===== src/rtl/pulse_stretcher_if.sv =====
// Request/status bundle for pulse_stretcher: the producer drives in_pulse,
// and the stretcher drives the held level and the queue status back.
interface pulse_stretcher_if #(
    parameter int PEND_W = 3
);
    logic              in_pulse;
    logic              out;
    logic              busy;
    logic [PEND_W-1:0] pending;
    logic              overflow;

    modport master (
        output in_pulse,
        input  out,
        input  busy,
        input  pending,
        input  overflow
    );

    modport slave (
        input  in_pulse,
        output out,
        output busy,
        output pending,
        output overflow
    );
endinterface


===== src/rtl/pulse_stretcher.sv =====
// Stretches single-cycle requests into HIGH_CYCLES-wide pulses separated by at least
// GAP_CYCLES low cycles, queueing up to PEND_MAX requests that arrive while busy.
module pulse_stretcher #(
    parameter int HIGH_CYCLES = 4,
    parameter int GAP_CYCLES  = 2,
    parameter int CNT_W       = 8,
    parameter int PEND_W      = 3,
    parameter int PEND_MAX    = 7
) (
    input logic               clk,
    input logic               reset,
    pulse_stretcher_if.slave  bus
);
    typedef enum logic [1:0] {
        IDLE,
        HIGH,
        GAP
    } state_t;

    localparam logic [CNT_W-1:0]  HIGH_LOAD = CNT_W'(HIGH_CYCLES - 1);
    localparam logic [CNT_W-1:0]  GAP_LOAD  = CNT_W'((GAP_CYCLES > 0) ? GAP_CYCLES - 1 : 0);
    localparam logic [PEND_W-1:0] PEND_FULL = PEND_W'(PEND_MAX);
    localparam bit                HAS_GAP   = (GAP_CYCLES > 0);

    state_t             state, state_n;
    logic [CNT_W-1:0]   cnt, cnt_n;
    logic [PEND_W-1:0]  pending, pending_n;
    logic               overflow_n;
    logic               out_r, busy_r, overflow_r;
    logic               last;
    logic               launch;

    always_comb begin
        state_n    = state;
        cnt_n      = cnt;
        pending_n  = pending;
        overflow_n = 1'b0;
        last       = (cnt == '0);
        launch     = (state == IDLE) ||
                     (state == GAP && last) ||
                     (state == HIGH && last && !HAS_GAP);

        if (launch) begin
            // A request arriving on a launch edge offsets the queued one being launched.
            if (pending != '0) begin
                state_n = HIGH;
                cnt_n   = HIGH_LOAD;
                if (!bus.in_pulse) begin
                    pending_n = pending - PEND_W'(1);
                end
            end else if (bus.in_pulse) begin
                state_n = HIGH;
                cnt_n   = HIGH_LOAD;
            end else begin
                state_n = IDLE;
                cnt_n   = '0;
            end
        end else begin
            if (last) begin
                state_n = GAP;
                cnt_n   = GAP_LOAD;
            end else begin
                cnt_n = cnt - CNT_W'(1);
            end
            if (bus.in_pulse) begin
                if (pending < PEND_FULL) begin
                    pending_n = pending + PEND_W'(1);
                end else begin
                    overflow_n = 1'b1;
                end
            end
        end
    end

    always_ff @(posedge clk) begin
        if (reset) begin
            state      <= IDLE;
            cnt        <= '0;
            pending    <= '0;
            overflow_r <= 1'b0;
            out_r      <= 1'b0;
            busy_r     <= 1'b0;
        end else begin
            state      <= state_n;
            cnt        <= cnt_n;
            pending    <= pending_n;
            overflow_r <= overflow_n;
            out_r      <= (state_n == HIGH);
            busy_r     <= (state_n != IDLE);
        end
    end

    assign bus.out      = out_r;
    assign bus.busy     = busy_r;
    assign bus.pending  = pending;
    assign bus.overflow = overflow_r;
endmodule


===== src/flat_wrapper.sv =====
// flat-port wrapper written by rule: the top's interface ports become plain ports
module pulse_stretcher_flat 
#(
    parameter int HIGH_CYCLES = 4,
    parameter int GAP_CYCLES  = 2,
    parameter int CNT_W       = 8,
    parameter int PEND_W      = 3,
    parameter int PEND_MAX    = 7
)
  (clk, reset, bus_in_pulse, bus_out, bus_busy, bus_pending, bus_overflow);
  pulse_stretcher_if #(.PEND_W(PEND_W)) bus_i ();
  input logic clk;
  input logic reset;
  input wire logic [$bits(bus_i.in_pulse)-1:0] bus_in_pulse;
  output wire logic [$bits(bus_i.out)-1:0] bus_out;
  output wire logic [$bits(bus_i.busy)-1:0] bus_busy;
  output wire logic [$bits(bus_i.pending)-1:0] bus_pending;
  output wire logic [$bits(bus_i.overflow)-1:0] bus_overflow;
  assign bus_i.in_pulse = bus_in_pulse;
  assign bus_out = bus_i.out;
  assign bus_busy = bus_i.busy;
  assign bus_pending = bus_i.pending;
  assign bus_overflow = bus_i.overflow;
  pulse_stretcher #(.HIGH_CYCLES(HIGH_CYCLES), .GAP_CYCLES(GAP_CYCLES), .CNT_W(CNT_W), .PEND_W(PEND_W), .PEND_MAX(PEND_MAX)) u_core (.clk(clk), .reset(reset), .bus(bus_i));
endmodule

===== config.mk =====
export PLATFORM = sky130hd
export DESIGN_NAME = pulse_stretcher_flat
export DESIGN_NICKNAME = d
export VERILOG_FILES = /design/src/rtl/pulse_stretcher_if.sv /design/src/rtl/pulse_stretcher.sv /design/src/flat_wrapper.sv
export SDC_FILE = /design/constraint.sdc
export NUM_CORES = 1
export LEC_CHECK = 0
export ABC_CLOCK_PERIOD_IN_PS = 3800
export CAP_MARGIN = 5
export CORE_MARGIN = 2
export CORE_UTILIZATION = 57
export DETAILED_ROUTE_END_ITERATION = 12
export GPL_ROUTABILITY_DRIVEN = 0
export GPL_TIMING_DRIVEN = 0
export PLACE_DENSITY = 0.8
export SLEW_MARGIN = 20
export SYNTH_ARGS = -nofsm -noshare
export SYNTH_HDL_FRONTEND = slang
export SYNTH_SLANG_ARGS = --single-unit

===== constraint.sdc =====
create_clock -name clk -period 3.8 [get_ports clk]
set_input_delay 0.38 -clock clk [delete_from_list [all_inputs] [get_ports clk]]
set_output_delay 0.38 -clock clk [all_outputs]
set_load 0.03 [all_outputs]

==> impl_metrics.json <==
{
  "rows": 13,
  "cts_resized": 0,
  "grtUsageTotal_pct": 20.9,
  "io_pins": 9,
  "status": "completed",
  "wl_per_cell_um": 13.8,
  "path_cells": "inv_1 -> ha_1 -> or4b_1 -> o22ai_2 -> buf_4 -> xor2_1 -> ha_1 -> o211ai_1 -> a31oi_1 -> a221oi_1 -> a211oi_1",
  "cts_setup_buffers": 0,
  "drv_slew": 0,
  "numCtsBuffers": 3,
  "avgSynthCellArea_um2": 8.71,
  "worstReg2RegStart": "u_core.cnt[0]$_SDFF_PP0_",
  "layout_commonest_cell": "dfxtp_1",
  "slowest_delay_ns": 0.50,
  "required_ns": 4.01,
  "hold_buffers": 0,
  "antenna_cells": 0,
  "critPathTopFamily": "compound AO/OA/AOI/OAI gates",
  "initial_core_util_pct": 62.6,
  "slew_headroom_pct": 68.9,
  "cap_violations": 0,
  "synth-seq-area-share_pct": 37.9,
  "arrival_ns": 2.90,
  "multiInputGateArea_um2": 465,
  "ant_nets": 0,
  "grt_pass1_vias": 701,
  "routed_via_density": 6.05,
  "synth-main-ff-cell": "dfxtp_1",
  "hold_start": "reset",
  "io_buffers": 7,
  "clock_tree.buffer_depth": 2,
  "htreeDepth": 1,
  "path_buf_inv": 2,
  "setup_viol": 0,
  "cts.clk_slew.worst_paths_ns": 0.10,
  "min_path_type": "input port to register",
  "syn_nets": 103,
  "fin_util_pct": 71.8,
  "p_leak_nw": 0.369,
  "grt_max_degree": 11,
  "final.setup.tns_ns": 0,
  "critical_path_class": "register to register",
  "finalHoldViolCount": 0,
  "synth_cells": 97,
  "firstDrtPassIters": 4,
  "num-fill-cells": 98,
  "cp-startpoint": "u_core.cnt[0]$_SDFF_PP0_",
  "coreArea_mm2": 0.00135,
  "rsz0062_at_grt": "no",
  "layout_common_cells": "dfxtp_1 (16), nor2_1 (13), clkdlybuf4s50_1 (7), nand2_1 (5)",
  "fp.dieArea_mm2": 0.00181,
  "fin_skew_ns": 0.00802,
  "async_reset_ff_share_pct": 0,
  "fin_crit_sh_pct": 70.6,
  "crit_path_max_fanout": 10,
  "seq_area_um2": 320,
  "grt_pass1_wl_um": 2880,
  "overflow": 0,
  "ys_types": 39,
  "die_h_um": 42.5,
  "yosys_warnings": 0,
  "end_kind": "register",
  "fin_crit_ns": 2.68,
  "die_w_um": 42.5,
  "power_density_mw_per_mm2": 1040,
  "ys_ff_latch": 16,
  "drtIter0Drc": 22,
  "drc": 0,
  "cts_sinks": 16,
  "fin_nets": 115,
  "tightestPinTransition_ns": 0.467,
  "area.growth.synth_to_final_pct": 14.8,
  "dp_hpwl_um": 1250,
  "synth_edf_count": 0,
  "drive_gt1_share_pct": 12.0,
  "routed_wl_um": 1700,
  "syn-cell-area_um2": 845,
  "cts_tree": "yes",
  "path_common_cell": "ha_1",
  "num_vias": 744,
  "antenna_found_initial": 0,
  "start_kind": "register",
  "clock-root-buffer": "clkbuf_4",
  "cp_slowest_cell": "or4b_1",
  "vdd_drop_max_mv": 0.633,
  "clock_latency_ns": 0.29,
  "clock.fmax_ghz": 0.373
}
==> registers in the layout, indices dropped and copies added, names as in the netlist <==
name	cells
u_core.state	2
u_core.bus.busy	1
u_core.bus.out	1
u_core.bus.pending	3
u_core.cnt	8
u_core.bus.overflow	1
==> cells in the mapped netlist, types with 2 or more instances <==
cell type / number / area [um2]
a21oi_1: 3 / 15.0
dfxtp_1: 16 / 320
a221oi_1: 2 / 17.5
nand2_1: 5 / 18.8
nor2_1: 13 / 48.8
nand2b_1: 3 / 18.8
nor3_1: 3 / 15.0
o31ai_1: 2 / 15.0
nor4_1: 2 / 12.5
or3_1: 3 / 18.8
a211oi_1: 3 / 22.5
clkbuf_1: 4 / 15.0
a31oi_1: 2 / 12.5
xor2_1: 2 / 17.5
xnor2_1: 4 / 35.0
buf_2: 2 / 10.0
inv_1: 4 / 15.0
ha_1: 3 / 37.5
==> routing by layer <==
layer / GRT usage, % / part of all wire, % / vias to the layer above
li1: - / - / 369
met1: 26.5 / 47 / 346
met2: 33.8 / 46 / 25
met3: 5.60 / 5.6 / 4
met4: 7.50 / 1.4 / 0
met5: 0 / 0 / -
==> worst paths after layout <==
| check | endpoint | slack [ns] | depth (start not counted) |
|---|---|---|---|
| worst max-delay path | u_core.bus.pending[2]$_SDFFE_PP0P_ | 1.12 | 11 |
| worst min-delay path | u_core.bus.pending[1]$_SDFFE_PP0P_ | 0.53 | 2 |
| worst max register to register | u_core.bus.pending[2]$_SDFFE_PP0P_ | 1.12 | 11 |
| worst min register to register | u_core.cnt[3]$_SDFF_PP0_ | 0.53 | 2 |
==> final cells by class <==
cell class	count	area share, %
Buffer	8	4.52
Sequential cell	16	33.0
Inverter	4	1.55
Multi-Input combinational cell	69	48.0
Tap cell	15	1.94
Timing Repair Buffer	7	7.23
Clock buffer	4	3.74
==> cell families (layout without fill, tap and decap cells) <==
group                      count (synthesis)  in the layout  synth area share [%]
DFF                                       16             16                  37.9
and+or+nand+nor                           38             38                  24.0
AOI/OAI and AO/OA                         21             21                  19.1
muxes                                      1              1                  1.33
adders and majority gates                  3              3                  4.44
xor gates and xnor gates                   6              6                  6.22
buffers and inverters                     12             23                  6.96
==> where the power goes <==
group / total [W] / internal (W) / switching (W) / leakage, nW
logic: 0.000609 / 0.000275 / 0.000334 / 0.217
registers: 0.000283 / 0.000228 / 0.0000546 / 0.131
clock network: 0.000115 / 0.0000583 / 0.0000568 / 0.0210
==> metrics by stage <==
step	power, W	hold slack (ns)	area [um2]	instances	worst slack, ns
global route	0.00108	0.555	970	123	0.909
CTS	0.00101	0.525	970	123	1.13
floorplan	0.000760	0.464	845	97	1.44
global placement	0.000872	0.488	933	119	1.23
finish	0.00101	0.527	970	123	1.12
detailed placement	0.000890	0.509	933	119	1.15
Note: power is estimated with default switching activity, not from simulation.
